**config.mk**
```make
export PLATFORM = sky130hd
export DESIGN_NAME = fpsu_alt_sched_flat
export DESIGN_NICKNAME = d
export VERILOG_FILES = /design/src/rtl/fpsu_alt_sched_if.sv /design/src/rtl/fpsu_alt_sched.sv /design/src/flat_wrapper.sv
export SDC_FILE = /design/constraint.sdc
export NUM_CORES = 1
export LEC_CHECK = 0
export BUFFER_PORTS_ARGS = -buffer_cell sky130_fd_sc_hd__buf_2
export CAP_MARGIN = 30
export CORE_ASPECT_RATIO = 0.75
export CORE_MARGIN = 2
export CORE_UTILIZATION = 39
export CTS_CLUSTER_DIAMETER = 150
export DETAILED_ROUTE_END_ITERATION = 8
export PLACE_DENSITY = 0.7
export RECOVER_POWER = 50
export REMOVE_ABC_BUFFERS = 1
export SYNTH_ARGS = -nofsm -noshare
export SYNTH_HDL_FRONTEND = slang
export SYNTH_SLANG_ARGS = --single-unit
```
**constraint.sdc**
```tcl
create_clock -name clk -period 3.9 [get_ports clk]
set_input_delay 0.78 -clock clk [delete_from_list [all_inputs] [get_ports clk]]
set_output_delay 0.78 -clock clk [all_outputs]
set_load 0.01 [all_outputs]
```
**src/rtl/fpsu_alt_sched_if.sv**
```systemverilog
// Handshake/bus bundle between the two alternate-data sources, the FP store
// lane control and the alternate-data scheduler.
interface fpsu_alt_sched_if #(
    parameter int WIDTH = 68,
    parameter int TAGW  = 4
);
    logic             src0_vld;
    logic [WIDTH-1:0] src0_data;
    logic [TAGW-1:0]  src0_tag;
    logic             src0_rdy;
    logic             src1_vld;
    logic [WIDTH-1:0] src1_data;
    logic [TAGW-1:0]  src1_tag;
    logic             src1_rdy;
    logic             slot_busy;
    logic             flush;
    logic [1:0]       ALT_INP;
    logic [WIDTH-1:0] ALTDATA0;
    logic [WIDTH-1:0] ALTDATA1;
    logic             done_en;
    logic             done_src;
    logic [TAGW-1:0]  done_tag;

    modport master (
        output src0_vld, src0_data, src0_tag, input src0_rdy,
        output src1_vld, src1_data, src1_tag, input src1_rdy,
        output slot_busy, flush,
        input  ALT_INP, ALTDATA0, ALTDATA1, done_en, done_src, done_tag
    );

    modport slave (
        input  src0_vld, src0_data, src0_tag, output src0_rdy,
        input  src1_vld, src1_data, src1_tag, output src1_rdy,
        input  slot_busy, flush,
        output ALT_INP, ALTDATA0, ALTDATA1, done_en, done_src, done_tag
    );
endinterface

```
**src/rtl/fpsu_alt_sched.sv**
```systemverilog
// Alternate-data scheduler: two 2-deep source FIFOs, round-robin injection
// into the FP store lane, and a 2-stage completion pipe reporting {src,tag}.
module fpsu_alt_sched #(
    parameter int WIDTH = 68,
    parameter int TAGW  = 4
) (
    input logic            clk,
    input logic            rst,
    fpsu_alt_sched_if.slave bus
);

    logic [1:0]       vld_s;
    logic [1:0]       rdy_s;
    logic [1:0]       push_s;
    logic [1:0]       req_s;
    logic [1:0]       gnt_s;
    logic [WIDTH-1:0] in_data_s   [2];
    logic [TAGW-1:0]  in_tag_s    [2];
    logic [WIDTH-1:0] head_data_s [2];
    logic [TAGW-1:0]  head_tag_s  [2];

    logic [WIDTH-1:0] fifo_data_r [2][2];
    logic [TAGW-1:0]  fifo_tag_r  [2][2];
    logic [1:0]       count_r     [2];
    logic [1:0]       wr_ptr_r;
    logic [1:0]       rd_ptr_r;
    logic             last_r;

    logic [1:0]       alt_inp_r;
    logic [WIDTH-1:0] alt_data_r  [2];
    logic             alt_src_r;
    logic [TAGW-1:0]  alt_tag_r;
    logic             s1_vld_r;
    logic             s1_src_r;
    logic [TAGW-1:0]  s1_tag_r;
    logic             done_en_r;
    logic             done_src_r;
    logic [TAGW-1:0]  done_tag_r;

    // last == 1 means source 1 was granted last, so source 0 now has priority
    function automatic logic [1:0] rr_pick(input logic [1:0] req, input logic last);
        logic [1:0] pick;
        case (req)
            2'b01:   pick = 2'b01;
            2'b10:   pick = 2'b10;
            2'b11:   pick = last ? 2'b01 : 2'b10;
            default: pick = 2'b00;
        endcase
        return pick;
    endfunction

    assign vld_s        = {bus.src1_vld, bus.src0_vld};
    assign in_data_s[0] = bus.src0_data;
    assign in_data_s[1] = bus.src1_data;
    assign in_tag_s[0]  = bus.src0_tag;
    assign in_tag_s[1]  = bus.src1_tag;

    // Per-source ready/request derived from registered occupancy, plus FIFO heads
    always_comb begin
        for (int n = 0; n < 2; n++) begin
            rdy_s[n]       = (count_r[n] != 2'd2);
            req_s[n]       = (count_r[n] != 2'd0);
            head_data_s[n] = fifo_data_r[n][rd_ptr_r[n]];
            head_tag_s[n]  = fifo_tag_r[n][rd_ptr_r[n]];
        end
        push_s = vld_s & rdy_s;
    end

    // Grant selection; a granted head pops in the same cycle
    always_comb begin
        if (!bus.slot_busy && !bus.flush) begin
            gnt_s = rr_pick(req_s, last_r);
        end else begin
            gnt_s = 2'b00;
        end
    end

    // FIFO occupancy and read/write pointers
    always_ff @(posedge clk or negedge rst) begin
        if (!rst) begin
            for (int n = 0; n < 2; n++) begin
                count_r[n] <= 2'd0;
            end
            wr_ptr_r <= 2'b00;
            rd_ptr_r <= 2'b00;
        end else if (bus.flush) begin
            for (int n = 0; n < 2; n++) begin
                count_r[n] <= 2'd0;
            end
            wr_ptr_r <= 2'b00;
            rd_ptr_r <= 2'b00;
        end else begin
            for (int n = 0; n < 2; n++) begin
                if (push_s[n] && !gnt_s[n]) begin
                    count_r[n] <= count_r[n] + 2'd1;
                end else if (!push_s[n] && gnt_s[n]) begin
                    count_r[n] <= count_r[n] - 2'd1;
                end else begin
                    count_r[n] <= count_r[n];
                end
                if (push_s[n]) begin
                    wr_ptr_r[n] <= ~wr_ptr_r[n];
                end
                if (gnt_s[n]) begin
                    rd_ptr_r[n] <= ~rd_ptr_r[n];
                end
            end
        end
    end

    // FIFO storage; contents behind an empty count are don't-care
    always_ff @(posedge clk) begin
        for (int n = 0; n < 2; n++) begin
            if (push_s[n]) begin
                fifo_data_r[n][wr_ptr_r[n]] <= in_data_s[n];
                fifo_tag_r[n][wr_ptr_r[n]]  <= in_tag_s[n];
            end
        end
    end

    // Round-robin pointer, moved only by an actual grant
    always_ff @(posedge clk or negedge rst) begin
        if (!rst) begin
            last_r <= 1'b1;
        end else if (gnt_s != 2'b00) begin
            last_r <= gnt_s[1];
        end
    end

    // Injection select and the {src,tag} travelling with it
    always_ff @(posedge clk or negedge rst) begin
        if (!rst) begin
            alt_inp_r <= 2'b00;
            alt_src_r <= 1'b0;
            alt_tag_r <= {TAGW{1'b0}};
        end else if (bus.flush) begin
            alt_inp_r <= 2'b00;
        end else begin
            alt_inp_r <= gnt_s;
            if (gnt_s != 2'b00) begin
                alt_src_r <= gnt_s[1];
                alt_tag_r <= gnt_s[1] ? head_tag_s[1] : head_tag_s[0];
            end
        end
    end

    // Injected data words; held between grants and untouched by flush
    always_ff @(posedge clk or negedge rst) begin
        if (!rst) begin
            alt_data_r[0] <= {WIDTH{1'b0}};
            alt_data_r[1] <= {WIDTH{1'b0}};
        end else begin
            for (int n = 0; n < 2; n++) begin
                if (gnt_s[n]) begin
                    alt_data_r[n] <= head_data_s[n];
                end
            end
        end
    end

    // Completion pipe: stage 1 follows ALT_INP, done follows stage 1
    always_ff @(posedge clk or negedge rst) begin
        if (!rst) begin
            s1_vld_r   <= 1'b0;
            s1_src_r   <= 1'b0;
            s1_tag_r   <= {TAGW{1'b0}};
            done_en_r  <= 1'b0;
            done_src_r <= 1'b0;
            done_tag_r <= {TAGW{1'b0}};
        end else if (bus.flush) begin
            s1_vld_r  <= 1'b0;
            done_en_r <= 1'b0;
        end else begin
            s1_vld_r  <= (alt_inp_r != 2'b00);
            s1_src_r  <= alt_src_r;
            s1_tag_r  <= alt_tag_r;
            done_en_r <= s1_vld_r;
            if (s1_vld_r) begin
                done_src_r <= s1_src_r;
                done_tag_r <= s1_tag_r;
            end
        end
    end

    assign bus.src0_rdy = rdy_s[0];
    assign bus.src1_rdy = rdy_s[1];
    assign bus.ALT_INP  = alt_inp_r;
    assign bus.ALTDATA0 = alt_data_r[0];
    assign bus.ALTDATA1 = alt_data_r[1];
    assign bus.done_en  = done_en_r;
    assign bus.done_src = done_src_r;
    assign bus.done_tag = done_tag_r;

endmodule

```
**src/flat_wrapper.sv**
```systemverilog
// flat-port wrapper written by rule: the top's interface ports become plain ports
module fpsu_alt_sched_flat 
#(
    parameter int WIDTH = 68,
    parameter int TAGW  = 4
)
  (clk, rst, bus_src0_vld, bus_src0_data, bus_src0_tag, bus_src0_rdy, bus_src1_vld, bus_src1_data, bus_src1_tag, bus_src1_rdy, bus_slot_busy, bus_flush, bus_ALT_INP, bus_ALTDATA0, bus_ALTDATA1, bus_done_en, bus_done_src, bus_done_tag);
  fpsu_alt_sched_if #(.WIDTH(WIDTH), .TAGW(TAGW)) bus_i ();
  input logic clk;
  input logic rst;
  input wire logic [$bits(bus_i.src0_vld)-1:0] bus_src0_vld;
  input wire logic [$bits(bus_i.src0_data)-1:0] bus_src0_data;
  input wire logic [$bits(bus_i.src0_tag)-1:0] bus_src0_tag;
  output wire logic [$bits(bus_i.src0_rdy)-1:0] bus_src0_rdy;
  input wire logic [$bits(bus_i.src1_vld)-1:0] bus_src1_vld;
  input wire logic [$bits(bus_i.src1_data)-1:0] bus_src1_data;
  input wire logic [$bits(bus_i.src1_tag)-1:0] bus_src1_tag;
  output wire logic [$bits(bus_i.src1_rdy)-1:0] bus_src1_rdy;
  input wire logic [$bits(bus_i.slot_busy)-1:0] bus_slot_busy;
  input wire logic [$bits(bus_i.flush)-1:0] bus_flush;
  output wire logic [$bits(bus_i.ALT_INP)-1:0] bus_ALT_INP;
  output wire logic [$bits(bus_i.ALTDATA0)-1:0] bus_ALTDATA0;
  output wire logic [$bits(bus_i.ALTDATA1)-1:0] bus_ALTDATA1;
  output wire logic [$bits(bus_i.done_en)-1:0] bus_done_en;
  output wire logic [$bits(bus_i.done_src)-1:0] bus_done_src;
  output wire logic [$bits(bus_i.done_tag)-1:0] bus_done_tag;
  assign bus_i.src0_vld = bus_src0_vld;
  assign bus_i.src0_data = bus_src0_data;
  assign bus_i.src0_tag = bus_src0_tag;
  assign bus_src0_rdy = bus_i.src0_rdy;
  assign bus_i.src1_vld = bus_src1_vld;
  assign bus_i.src1_data = bus_src1_data;
  assign bus_i.src1_tag = bus_src1_tag;
  assign bus_src1_rdy = bus_i.src1_rdy;
  assign bus_i.slot_busy = bus_slot_busy;
  assign bus_i.flush = bus_flush;
  assign bus_ALT_INP = bus_i.ALT_INP;
  assign bus_ALTDATA0 = bus_i.ALTDATA0;
  assign bus_ALTDATA1 = bus_i.ALTDATA1;
  assign bus_done_en = bus_i.done_en;
  assign bus_done_src = bus_i.done_src;
  assign bus_done_tag = bus_i.done_tag;
  fpsu_alt_sched #(.WIDTH(WIDTH), .TAGW(TAGW)) u_core (.clk(clk), .rst(rst), .bus(bus_i));
endmodule
```
==> Yosys cells after proc, flatten, opt, wreduce, memory -nomap -nowiden <==
Memories as Yosys holds them, arrays and structs flattened.
Index checks and enable logic that the tools add are counted.
{ "word_totals": {"ram_bits": 288, "inputBits": 150, "mem_count": 2, "word_cells": 114, "out_inout_bits": 146, "ff_bits": 164} }
{ "mem_list": {"columns": ["name", "words", "word_bits", "read_ports", "rd_ports_with_merged_regs", "wr", "line", "text"], "rows": [
  ["u_core.fifo_data_r", 2, 136, 2, 0, 2, "fpsu_alt_sched.sv:22", "logic [WIDTH-1:0] fifo_data_r [2][2];"],
  ["u_core.fifo_tag_r", 2, 8, 2, 0, 2, "fpsu_alt_sched.sv:23", "logic [TAGW-1:0] fifo_tag_r [2][2];"]
]} }
{ "op_classes": {"magnitude_cmp": 6, "reduce_logical": 25, "bitwise_logic": 10, "n_addsub": 4, "mux": 44, "eq_ne": 5} }
{ "ops": {"columns": ["operator", "count"], "rows": [
  ["68-bit 2-to-1 mux", 8],
  ["136-bit 2-to-1 mux", 2],
  ["68-bit demux with 1-bit select", 2],
  ["4-bit 2-to-1 mux", 10],
  ["2-bit 2-to-1 mux", 9],
  ["8-bit 2-to-1 mux", 2],
  ["2-bit nonzero test", 8],
  ["4-bit demux with 1-bit select", 2],
  ["2-bit greater-or-equal comparator (second input constant)", 4],
  ["1-bit 2-to-1 mux", 8],
  ["1-bit NOT with 2-bit output", 4],
  ["1-bit logical AND", 7],
  ["1-bit logical NOT", 6],
  ["2-bit case mux with 3 select lines", 1],
  ["3-bit nonzero test", 2],
  ["1-bit NOT", 5],
  ["2-bit by 1-bit adder with 2-bit output (second input constant)", 2],
  ["2-bit == test (second input constant)", 2],
  ["2-bit by 1-bit < comparator with 1-bit output (second input constant)", 2],
  ["2-bit != test (second input constant)", 2],
  ["2-bit AND reduction", 2],
  ["2-bit by 1-bit subtractor with 2-bit output (second input constant)", 2],
  ["2-bit bitwise AND", 1],
  ["2-bit by 1-bit == test with 1-bit output (second input constant)", 1]
]} }

==> Logic depth before layout (Yosys ltp) <==
Gate-level depths: netlist of run 1.
{ "logic_depth": {"word_depth": 8, "depth_mapped": 7, "ltp_nobuf": 4} }

==> Least setup slack after synthesis of run 1 <==
Ideal clock, no wire load.
{ "synth_path": {"path_kind": "input to register", "from": "in bus_src0_vld", "to": "mem u_core.fifo_data_r[0][100] (netlist bit), enable pin", "arrival_ns": 3.861, "required_time_ns": 3.398, "setup_time_ns": 0.502, "slack_ns": -0.464, "path_buffers": 0, "cell_stages": 2, "cell_sequence": "nand2_1 > nor2_1"} }
{ "synth_lines": {"columns": ["item", "line", "text"], "rows": [
  ["start, declared", "flat_wrapper.sv:11", "input wire logic [$bits(bus_i.src0_vld)-1:0] bus_src0_vld;"],
  ["end, declared", "fpsu_alt_sched.sv:22", null]
]} }

==> summary.txt, run 1 <==
Floorplan
  – Die Ht: 181 um
  – Initial core utilization: 39.8%
  – IO Pins: between 200 and 300
  – Die area: 0.0435 mm^2
  – Cell Rows: 64
  – Core area: approximately 0.04 mm^2
  – Die Wd: approximately 240 um

Clock network
  – Clock sink total: 452
  – Clock Pin Slew Worst Setup and Hold Paths: 60 ps
  – Post-cts resize count: 0
  – Clk root buf: clkbuf_16
  – Number of post-CTS setup repair buffers: 0
  – Clock Latency Late Sink: 540 ps
  – CTS tree: yes
  – CTS hold repair buffers: 0
  – CTS max path bufs: 3
  – Htree depth: 2
  – Total CTS buffers: 44

Placement
  – I/O Buffers: 295
  – Placement Setup Slack: between 1000 and 1500 ps
  – Post-DP Area: roughly 0.018 mm^2
  – DP Wirelength: ~22000 um
  – GPL Wtd Cong: about 0.76

Min path
  – Min-Delay Path Depth: 1
  – Hold Crit Class: primary input to flip-flop

Detailed routing
  – Vias: around 9100
  – Initial DRC count: approximately 440
  – Routed Antenna Nets: 0
  – DRC: 0
  – Final WL: 34500 um
  – DR vias/cell: roughly 4.8
  – WL per Instance: roughly 18 um
  – First drt pass iteration count: 6

STA
  – Tmin final: about 2700 ps
  – Final setup viols: 0
  – RSZ-0062 raised after global routing: false
  – Final period util: between 60% and 70%
  – F_max: around 370 MHz
  – Worst Skew: 11.3 ps
  – Actual slew at the worst max-slew pin: 2300 ps
  – Hold Vio Cnt, Final: 0
  – Max_slew headroom: -53.3%
  – Max Slew Vio Count: 130
  – Worst Slack Setup Final: about 1200 ps

Power
  – Internal: around 9.3 mW
  – Pwr dens: between 600 and 700 mW/mm^2
  – Switch Pwr: around 3.6 mW
  – Peak supply drop: about 0.00051 V
  – Clock power share: 31.3%
  – Sequential share of power: 50.9%
  – Net Sw Frac: between 20% and 30%
  – Combinational share of power: between 10% and 20%
  – P_leak: 7.77 nW

Global route
  – Grt ovf: 0
  – Vias in the first global route: ~9500
  – Pin count of the biggest net entering global routing: around 100
  – GR Util All Layers: between 10% and 20%
  – First-pass GRT wire length: between 50000 and 60000 um
  – Initial antenna violation count: 3

Worst setup path
  – Critical Path AT: around 2900 ps
  – Crit start category: flip-flop
  – CP Capture Type: flip-flop
  – Crit path kind: flip-flop to flip-flop
  – Critical path fanouts, max: 46
  – WP data required: approximately 4100 ps
  – R2R depth: 3

Synthesis
  – Number of flops mapped to enable cells by yosys: about 290
  – Cells after Synth: 1000
  – Yosys warning total: 0
  – FF+latch count, synth: roughly 450
  – Largest area contributor in the netlist: edfxtp_1
  – Netlist cell types: 34
  – Seq/Total Area, Yosys: ~78%
  – Post-Syn Area: 0.0163 mm^2
  – Ys flop type: edfxtp_1
  – Mean Syn Cell Area: around 16 um^2
  – Async SR Flop Fraction: 36.3%
  – Top cells by area, synth: edfxtp_1 53%, dfrtp_1 25%, mux2i_1 8.8%
  – Top-area cell type share of the netlist area: 53.0%

Layout
  – FF+latch area: roughly 0.013 mm^2
  – Design Area, Final: 0.0197 mm^2
  – Most frequent cells in the layout: 288 x edfxtp_1, 224 x buf_2, 161 x dfrtp_1
  – Layout area overhead: 20.7%
  – Layout net count: ~1500
  – Layout cells sized above 1: between 20% and 30%
  – Area of the multi-input gates: about 0.0032 mm^2
  – Fill count: between 3000 and 4000
  – Final design utilization: 48.1%
  – Most common cell after layout, fill and taps aside: edfxtp_1

Flow run
  – Max-cap violations: 3

Outcome
  – Violated checks: max-capacitance violations, max-slew violations
  – Status: finished with violations
## worst max-delay path, stage by stage (launching register included)
cell and delay [ps]:
dfrtp_1 490, nand2b_1 210, and3_1 1280, buf_12 370
## registers in the layout (all words and copies together) (netlist names)
register,count
u_core.s1_src_r,1
u_core.bus.ALTDATA1,68
u_core.bus.done_en,1
u_core.bus.done_src,1
u_core.alt_src_r,1
u_core.bus.done_tag,4
u_core.s1_tag_r,4
u_core.bus.ALT_INP,2
u_core.fifo_tag_r,16
u_core.s1_vld_r,1
u_core.last_r,1
u_core.alt_tag_r,4
u_core.count_r,4
u_core.bus.ALTDATA0,68
u_core.rd_ptr_r,2
u_core.wr_ptr_r,2
u_core.fifo_data_r,272
## metrics by stage
stage	hold slack, ps	TNS (ps)	cells	total power [mW]
final	422	0	1909	12.9
after detailed placement	464	0	1824	9.00
after global placement	456	0	1824	8.90
after floorplan	473	-68950	949	7.76
after CTS	335	0	1906	13.1
after global routing	383	0	1907	13.6
## path summary, 6_finish.rpt
kind	from	end	slack, ps
max	u_core.count_r[0]	u_core.fifo_data_r[0][177]	1190
min	bus_src1_data[48]	u_core.fifo_data_r[0][252]	420
max reg2reg	u_core.count_r[0]	u_core.fifo_data_r[0][177]	1190
min reg2reg	u_core.bus.ALTDATA0[25]	u_core.bus.ALTDATA0[25]	470
max in group asynchronous	rst	u_core.rd_ptr_r[1]	1310
min in group asynchronous	rst	u_core.bus.ALTDATA0[0]	930
## per-layer routing
layer | vias to the layer above | global-route usage (%) | wire, um
met1 | 4494 | 20.0 | 14600
met4 | 4 | 3.73 | 577
li1 | 4289 | - | -
met5 | - | 0 | 22
met2 | 251 | 25.8 | 16200
met3 | 56 | 5.94 | 3080
## cell type report
class	instances	share of cell area (%)
flip-flops and latches	452	64.7
clock buffers	62	6.09
clock inverters	20	0.819
inverters	4	0.0762
multi-input cells	493	16.5
repair buffers	315	8.21
well taps	561	3.56
diodes	2	0.0254
## cells in the mapped netlist, types with 5 or more instances
| cell | n |
|---|---|
| edfxtp_1 | 288 |
| dfrtp_1 | 163 |
| nand2_1 | 145 |
| mux2i_1 | 144 |
| o21ai_0 | 124 |
| buf_2 | 25 |
| mux2_2 | 14 |
| clkbuf_1 | 13 |
| buf_6 | 12 |
| o21ai_1 | 12 |
| nor2_1 | 11 |
| o21ai_2 | 9 |
| nand3b_1 | 5 |
## power by group through the flow
| stage | sequential (mW) | combinational (mW) | clock [mW] |
|---|---|---|---|
| 2_1_floorplan | 6.94 | 0.813 | 0 |
| 3_3_place_gp | 6.64 | 2.27 | 0 |
| 3_5_place_dp | 6.67 | 2.33 | 0 |
| 4_1_cts | 6.59 | 2.33 | 4.17 |
| 5_1_grt | 6.68 | 2.57 | 4.37 |
| 6_report | 6.56 | 2.29 | 4.03 |
## cell families (layout without fill, tap and decap cells)
group                  after synthesis  in the layout  synth area share [%]
multiplexers                       158            158                  9.80
flip-flops                         452            452                  78.1
XOR/XNOR                             4              4                 0.215
other                                0              2                     0
AO/OA/AOI/OAI                      159            159                  5.45
buffers and inverters               55            401                  2.03
AND/OR/NAND/NOR                    172            172                  4.38
(Power assumes the default switching activity.)
==> inputs of run 2 (changes only) <==
--- a/config.mk
+++ b/config.mk
@@ -12,7 +12,7 @@
 export CORE_UTILIZATION = 39
 export CTS_CLUSTER_DIAMETER = 150
 export DETAILED_ROUTE_END_ITERATION = 8
-export PLACE_DENSITY = 0.7
+export PLACE_DENSITY = 0.67
 export RECOVER_POWER = 50
 export REMOVE_ABC_BUFFERS = 1
 export SYNTH_ARGS = -nofsm -noshare
==> constraint.sdc (replaced) <==
create_clock -name clk -period 2.6 [get_ports clk]
set_input_delay 0.52 -clock clk [delete_from_list [all_inputs] [get_ports clk]]
set_output_delay 0.52 -clock clk [all_outputs]
set_load 0.01 [all_outputs]
==> summary.txt, run 2 (synthesis gave the netlist of run 1 again) <==
STA
  – Tmin final: 2070 ps (-641 ps)
  – Max Slew Vio Count: 0 (-100%)
  – Min Hold Slack: 169 ps (-253 ps)
  – Total negative slack: 0 ps (unchanged)
  – Worst Skew: 10.5 ps (-0.751 ps)
  – Actual slew at the worst max-slew pin: 1250 ps (-1050 ps)
  – Hold Vio Cnt, Final: 0 (unchanged)
  – Final period util: 79.7% (+10 points)
  – Final setup viols: 0 (unchanged)
  – RSZ-0062 raised after global routing: false
  – Max_slew headroom: 16.5% (+70 points)
  – F_max: 482 MHz (+31%)
  – Worst Slack Setup Final: 527 ps (-659 ps)

Global route
  – Initial antenna violation count: 9 (+6)
  – GR Util All Layers: 15.5% (-0.33 points)
  – Grt ovf: 0 (unchanged)
  – First-pass GRT wire length: 52200 um (-2.1%)
  – Pin count of the biggest net entering global routing: 81 (-20%)
  – Vias in the first global route: 9116 (-3.7%)

Worst setup path
  – Reg2Reg Setup Slack: 530 ps (-660 ps)
  – Critical Path AT: 2290 ps (-640 ps)
  – Critical path fanouts, max: 16 (-65%)
  – R2R depth: 3 (unchanged)
  – CP Capture Type: flip-flop
  – Slowest stage delay, CP: 580 ps (-700 ps)
  – Worst flop-to-flop path endpoint: u_core.fifo_data_r[0][29]
  – R2r startpoint: u_core.count_r[2]
  – Slowest cell on crit path: dfrtp_1
  – Crit path kind: flip-flop to flip-flop
  – WP data required: 2810 ps (-1310 ps)
  – CP Cell Sequence: nand2b_1, and3_1, buf_4
  – Crit start category: flip-flop

Floorplan
  – Die Ht: 181 um (unchanged)
  – Core area: 0.0410 mm^2 (unchanged)
  – IO Pins: 296 (unchanged)
  – Die area: 0.0435 mm^2 (unchanged)
  – Cell Rows: 64 (unchanged)
  – Initial core utilization: 39.8% (unchanged)
  – Die Wd: 240 um (unchanged)

Power
  – Pwr dens: 981 mW/mm^2 (+50%)
  – Peak supply drop: 0.000597 V (+16%)
  – P_leak: 7.75 nW (-0.27%)
  – Total Power: 19.5 mW (+51%)

Clock network
  – CTS hold repair buffers: 1 (+1)
  – Clock Pin Slew Worst Setup and Hold Paths: 60 ps (about the same)
  – Clk root buf: clkbuf_16
  – Number of post-CTS setup repair buffers: 0 (unchanged)
  – CTS max path bufs: 3 (unchanged)
  – Htree depth: 2 (unchanged)
  – CTS tree: yes
  – Clock sink total: 452 (unchanged)
  – Post-cts resize count: 0 (unchanged)
  – Total CTS buffers: 45 (+2.3%)
  – Clock Latency Late Sink: 530 ps (about the same)

Detailed routing
  – Final WL: 33900 um (-1.6%)
  – Vias: 9044 (-0.55%)
  – Routed Antenna Nets: 0 (unchanged)
  – WL per Instance: 17.7 um (-2.0%)
  – Initial DRC count: 483 (+9.5%)
  – DR vias/cell: 4.72 (-0.96%)
  – DRC: 0 (unchanged)
  – First drt pass iteration count: 4 (-2)

Min path
  – Min-Delay Path Depth: 1 (unchanged)
  – Worst Hold Path EP: u_core.fifo_data_r[0][123]
  – Worst Min Path Start: bus_src0_data[55]
  – Hold Crit Class: primary input to flip-flop

Placement
  – Placement Setup Slack: 579 ps (-739 ps)
  – DP Cell Count: 1832 (+0.44%)
  – I/O Buffers: 295 (unchanged)
  – GPL Wtd Cong: 0.779 (+2.3%)
  – DP Wirelength: 22400 um (+1.7%)

Layout
  – FF+latch area: 0.0128 mm^2 (about the same)
  – Layout area overhead: 21.7%
  – Fill count: 3616 (+1.4%)
  – Max reg flops: 272 (unchanged)
  – Area of the multi-input gates: 0.00325 mm^2 (+0.19%)
  – Most common cell after layout, fill and taps aside: edfxtp_1
  – Layout cells sized above 1: 22.8% (-2.0 points)
  – Most frequent cells in the layout: 288 x edfxtp_1, 187 x buf_2, 161 x dfrtp_1
  – Finished Layout Cells: 1917 (+0.42%)
  – Layout net count: 1469 (+0.62%)

Outcome
  – Status: finished, final reports clean

Flow run
  – Max-cap violations: 0 (-3)
==> run 2: cell types whose count changed in the layout (fill, tap and decap cells not counted), sizes merged, moves of 2 or more <==
| cell | change |
|---|---|
| clkbuf | +34 |
| clkinvlp | -2 |
| diode | +2 |
| buf | -29 |
| bufinv | +2 |
==> run 2: cell type report <==
type,count,share of cell area [%]
clock inverter,20,1.04
timing repair buffer,323,8.69
inverter,4,0.0756
clock buffer,60,6.00
sequential,452,64.2
antenna,4,0.0504
multi-input combinational,493,16.4
tap,561,3.53
==> run 2: layer usage <==
metal  vias to the layer above  share of wire (%)  track usage [%]
met5                         -               0.27                0
met4                        14                1.8             3.78
met3                        64                8.8             5.71
met2                       252                 45             24.1
met1                      4412                 44             20.6
li1                       4302                  -                -
==> run 2: critical path, delay by kind of cell, from the launching register on <==
kind          cells  cell delay (ps)
flops             1              580
simple gates      2              780
buf+inv           1              380
==> run 2: through the flow <==
| step | instance area (um^2) | util [%] |
|---|---|---|
| final | 19900 | 48.4 |
| after global routing | 19900 | 48.4 |
| after CTS | 20000 | 48.8 |
| after detailed placement | 18600 | 45.4 |
| after global placement | 18600 | 45.4 |
| after floorplan | 16000 | - |
==> run 2: worst max path at each step <==
stage / cells after the start / slack (ps) / end / from
floorplan: 3 / -1790 / u_core.fifo_data_r[0][100] / u_core.count_r[2]
global placement: 4 / 640 / u_core.fifo_data_r[0][240] / bus_src1_vld
detailed placement: 5 / 580 / u_core.bus.ALTDATA1[47] / u_core.count_r[3]
CTS: 2 / 500 / bus_src0_rdy / u_core.count_r[2]
global route: 4 / 360 / u_core.bus.ALTDATA1[34] / u_core.count_r[2]
finish: 3 / 530 / u_core.fifo_data_r[0][29] / u_core.count_r[2]
==> run 2: report_power, final <==
group,leakage [nW],switching (mW),internal [mW]
Sequential,4.77,0.765,9.10
Combinational,2.30,2.03,1.37
Clock,0.683,2.60,3.63
==> inputs of run 3 (changes only) <==
==> constraint.sdc (replaced) <==
create_clock -name clk -period 2 [get_ports clk]
set_input_delay 0.4 -clock clk [delete_from_list [all_inputs] [get_ports clk]]
set_output_delay 0.4 -clock clk [all_outputs]
set_load 0.01 [all_outputs]
==> summary.txt, run 3 (synthesis gave the netlist of run 1 again) <==
Outcome
  – Status: finished, final reports clean

Floorplan
  – Die Ht: 181 um (unchanged)
  – Die Wd: 240 um (unchanged)
  – Cell Rows: 64 (unchanged)
  – Initial core utilization: 39.8% (unchanged)
  – IO Pins: 296 (unchanged)
  – Die area: 0.0435 mm^2 (unchanged)
  – Core area: 0.0410 mm^2 (unchanged)

Detailed routing
  – Vias: 9065 (+0.23%)
  – DR vias/cell: 4.72 (about the same)
  – First drt pass iteration count: 4 (unchanged)
  – Initial DRC count: 468 (-3.1%)
  – DRC: 0 (unchanged)
  – WL per Instance: 18.0 um (+1.5%)
  – Final WL: 34500 um (+1.7%)
  – Routed Antenna Nets: 0 (unchanged)

Worst setup path
  – R2R depth: 4 (+1)
  – WP data required: 1600 ps (-1210 ps)
  – CP Capture Point: bus_src0_rdy
  – Reg2Reg Setup Slack: 190 ps (-340 ps)
  – R2r startpoint: u_core.count_r[2]
  – Critical Path AT: 1500 ps (-790 ps)
  – Critical path fanouts, max: 9 (-7)
  – Crit start category: flip-flop
  – Crit path kind: flip-flop to primary output
  – CP Capture Type: primary output
  – Worst flop-to-flop path endpoint: u_core.fifo_data_r[0][116]
  – Worst Setup SP: u_core.count_r[2]

Power
  – Internal: 18.5 mW (+31%)
  – Clock power share: 32.7% (+0.8 points)
  – Peak supply drop: 0.000877 V (+47%)
  – P_leak: 7.72 nW (-0.42%)
  – Sequential share of power: 49.9% (-0.7 points)
  – Switch Pwr: 7.11 mW (+32%)
  – Pwr dens: 1280 mW/mm^2 (+31%)
  – Combinational share of power: 17.4% (about the same)
  – Total Power: 25.6 mW (+31%)
  – Net Sw Frac: 27.8% (+0.056 points)

Clock network
  – CTS max path bufs: 3 (unchanged)
  – CTS tree: yes
  – Total CTS buffers: 45 (unchanged)
  – Clk root buf: clkbuf_16
  – Clock sink total: 452 (unchanged)
  – Clock Pin Slew Worst Setup and Hold Paths: 60 ps (about the same)
  – Clock Latency Late Sink: 540 ps (about the same)
  – Htree depth: 2 (unchanged)

STA
  – Final setup viols: 0 (unchanged)
  – F_max: roughly 530 MHz
  – Max_slew headroom: 17.4% (+0.86 points)
  – Max Slew Vio Count: 0 (unchanged)
  – Hold Vio Cnt, Final: 0 (unchanged)
  – Actual slew at the worst max-slew pin: 1240 ps (-12.9 ps)
  – Tmin final: about 1900 ps
  – Min Hold Slack: 42.9 ps (-126 ps)
  – Worst Skew: 17.8 ps (+7.24 ps)
  – RSZ-0062 raised after global routing: false
  – Final period util: between 90% and 100%
  – Worst Slack Setup Final: 100 ps (-427 ps)
  – Total negative slack: 0 ps (unchanged)

Placement
  – DP Cell Count: 1835 (+0.16%)
  – I/O Buffers: 295 (unchanged)
  – GPL Wtd Cong: 0.766 (-1.7%)
  – DP Wirelength: 22600 um (+1.1%)
  – Placement Setup Slack: 173 ps (-406 ps)
  – Post-DP Area: 0.0186 mm^2 (+0.26%)

Layout
  – Final design utilization: 48.6% (+0.17 points)
  – Most common cell after layout, fill and taps aside: edfxtp_1
  – Finished Layout Cells: 1921 (+0.21%)
  – Design Area, Final: 0.0199 mm^2 (+0.35%)
  – Layout cells sized above 1: 21.9% (-0.88 points)
  – Layout area overhead: 22.1%
  – Layout net count: 1472 (+0.20%)
  – Max reg flops: 272 (unchanged)
  – Most frequent cells in the layout: 288 x edfxtp_1, 165 x buf_2, 161 x dfrtp_1

Global route
  – Vias in the first global route: 9303 (+2.1%)
  – First-pass GRT wire length: 53600 um (+2.6%)
  – Initial antenna violation count: 7 (-2)
  – Grt ovf: 0 (unchanged)
  – GR Util All Layers: 16.0% (+0.48 points)
  – Pin count of the biggest net entering global routing: 108 (+33%)

Min path
  – Hold Crit Class: primary input to flip-flop
  – Min-Delay Path Depth: 1 (unchanged)

Flow run
  – Max-cap violations: 0 (unchanged)
[run 3: cell types whose count changed in the layout (fill, tap and decap cells not counted), sizes merged]
cell and delta:
clkbuf +30, clkinvlp +3, clkinv -5, buf -23, bufinv -1
[run 3: timing repair]
item                                    4_1_cts  5_1_grt
setup buffers                                 0        0
endpoints found under the setup margin        0        0
resized for setup                             0        0
hold buffers                                  1        0
hold endpoints to repair                     30        0
[run 3: cell type report]
type / instances / area (um^2)
Fill cell: 3633 / 21100
Sequential cell: 452 / 12800
Multi-Input combinational cell: 493 / 3260
Timing Repair Buffer: 326 / 1710
Clock buffer: 64 / 1300
Tap cell: 561 / 702
Clock inverter: 17 / 176
Inverter: 4 / 15.0
Antenna cell: 4 / 10.0
[run 3: how the worst min path moves through the flow]
stage                      start                          to  slack [ps]
6_report       bus_src1_data[27]  u_core.fifo_data_r[0][231]          40
5_1_grt        bus_src1_data[67]  u_core.fifo_data_r[0][271]           8
4_1_cts        bus_src1_data[27]  u_core.fifo_data_r[0][231]           9
3_5_place_dp                 rst     u_core.bus.ALTDATA0[65]         370
3_3_place_gp                 rst     u_core.bus.ALTDATA0[65]         370
2_1_floorplan                rst            u_core.alt_src_r         100
[run 3: power by group through the flow]
stage | registers, mW | logic, mW | clock network, mW
2_1_floorplan | 13.5 | 1.59 | 0
3_3_place_gp | 12.9 | 4.56 | 0
3_5_place_dp | 12.9 | 4.67 | 0
4_1_cts | 12.8 | 4.70 | 8.61
5_1_grt | 13.0 | 5.02 | 9.00
6_report | 12.8 | 4.45 | 8.38
[run 3: worst max-delay path: stages, from the launching register on]
cell      delay (ps)
dfrtp_1          560
nand2b_1         220
buf_2            170
[run 3: per-layer routing]
| layer | GRT usage (%) | share of wire [%] | vias up |
|---|---|---|---|
| met5 | 0 | 0.072 | - |
| met4 | 3.90 | 1.8 | 4 |
| met3 | 6.29 | 9.4 | 58 |
| met2 | 25.4 | 47 | 268 |
| met1 | 20.6 | 42 | 4422 |
| li1 | - | - | 4313 |
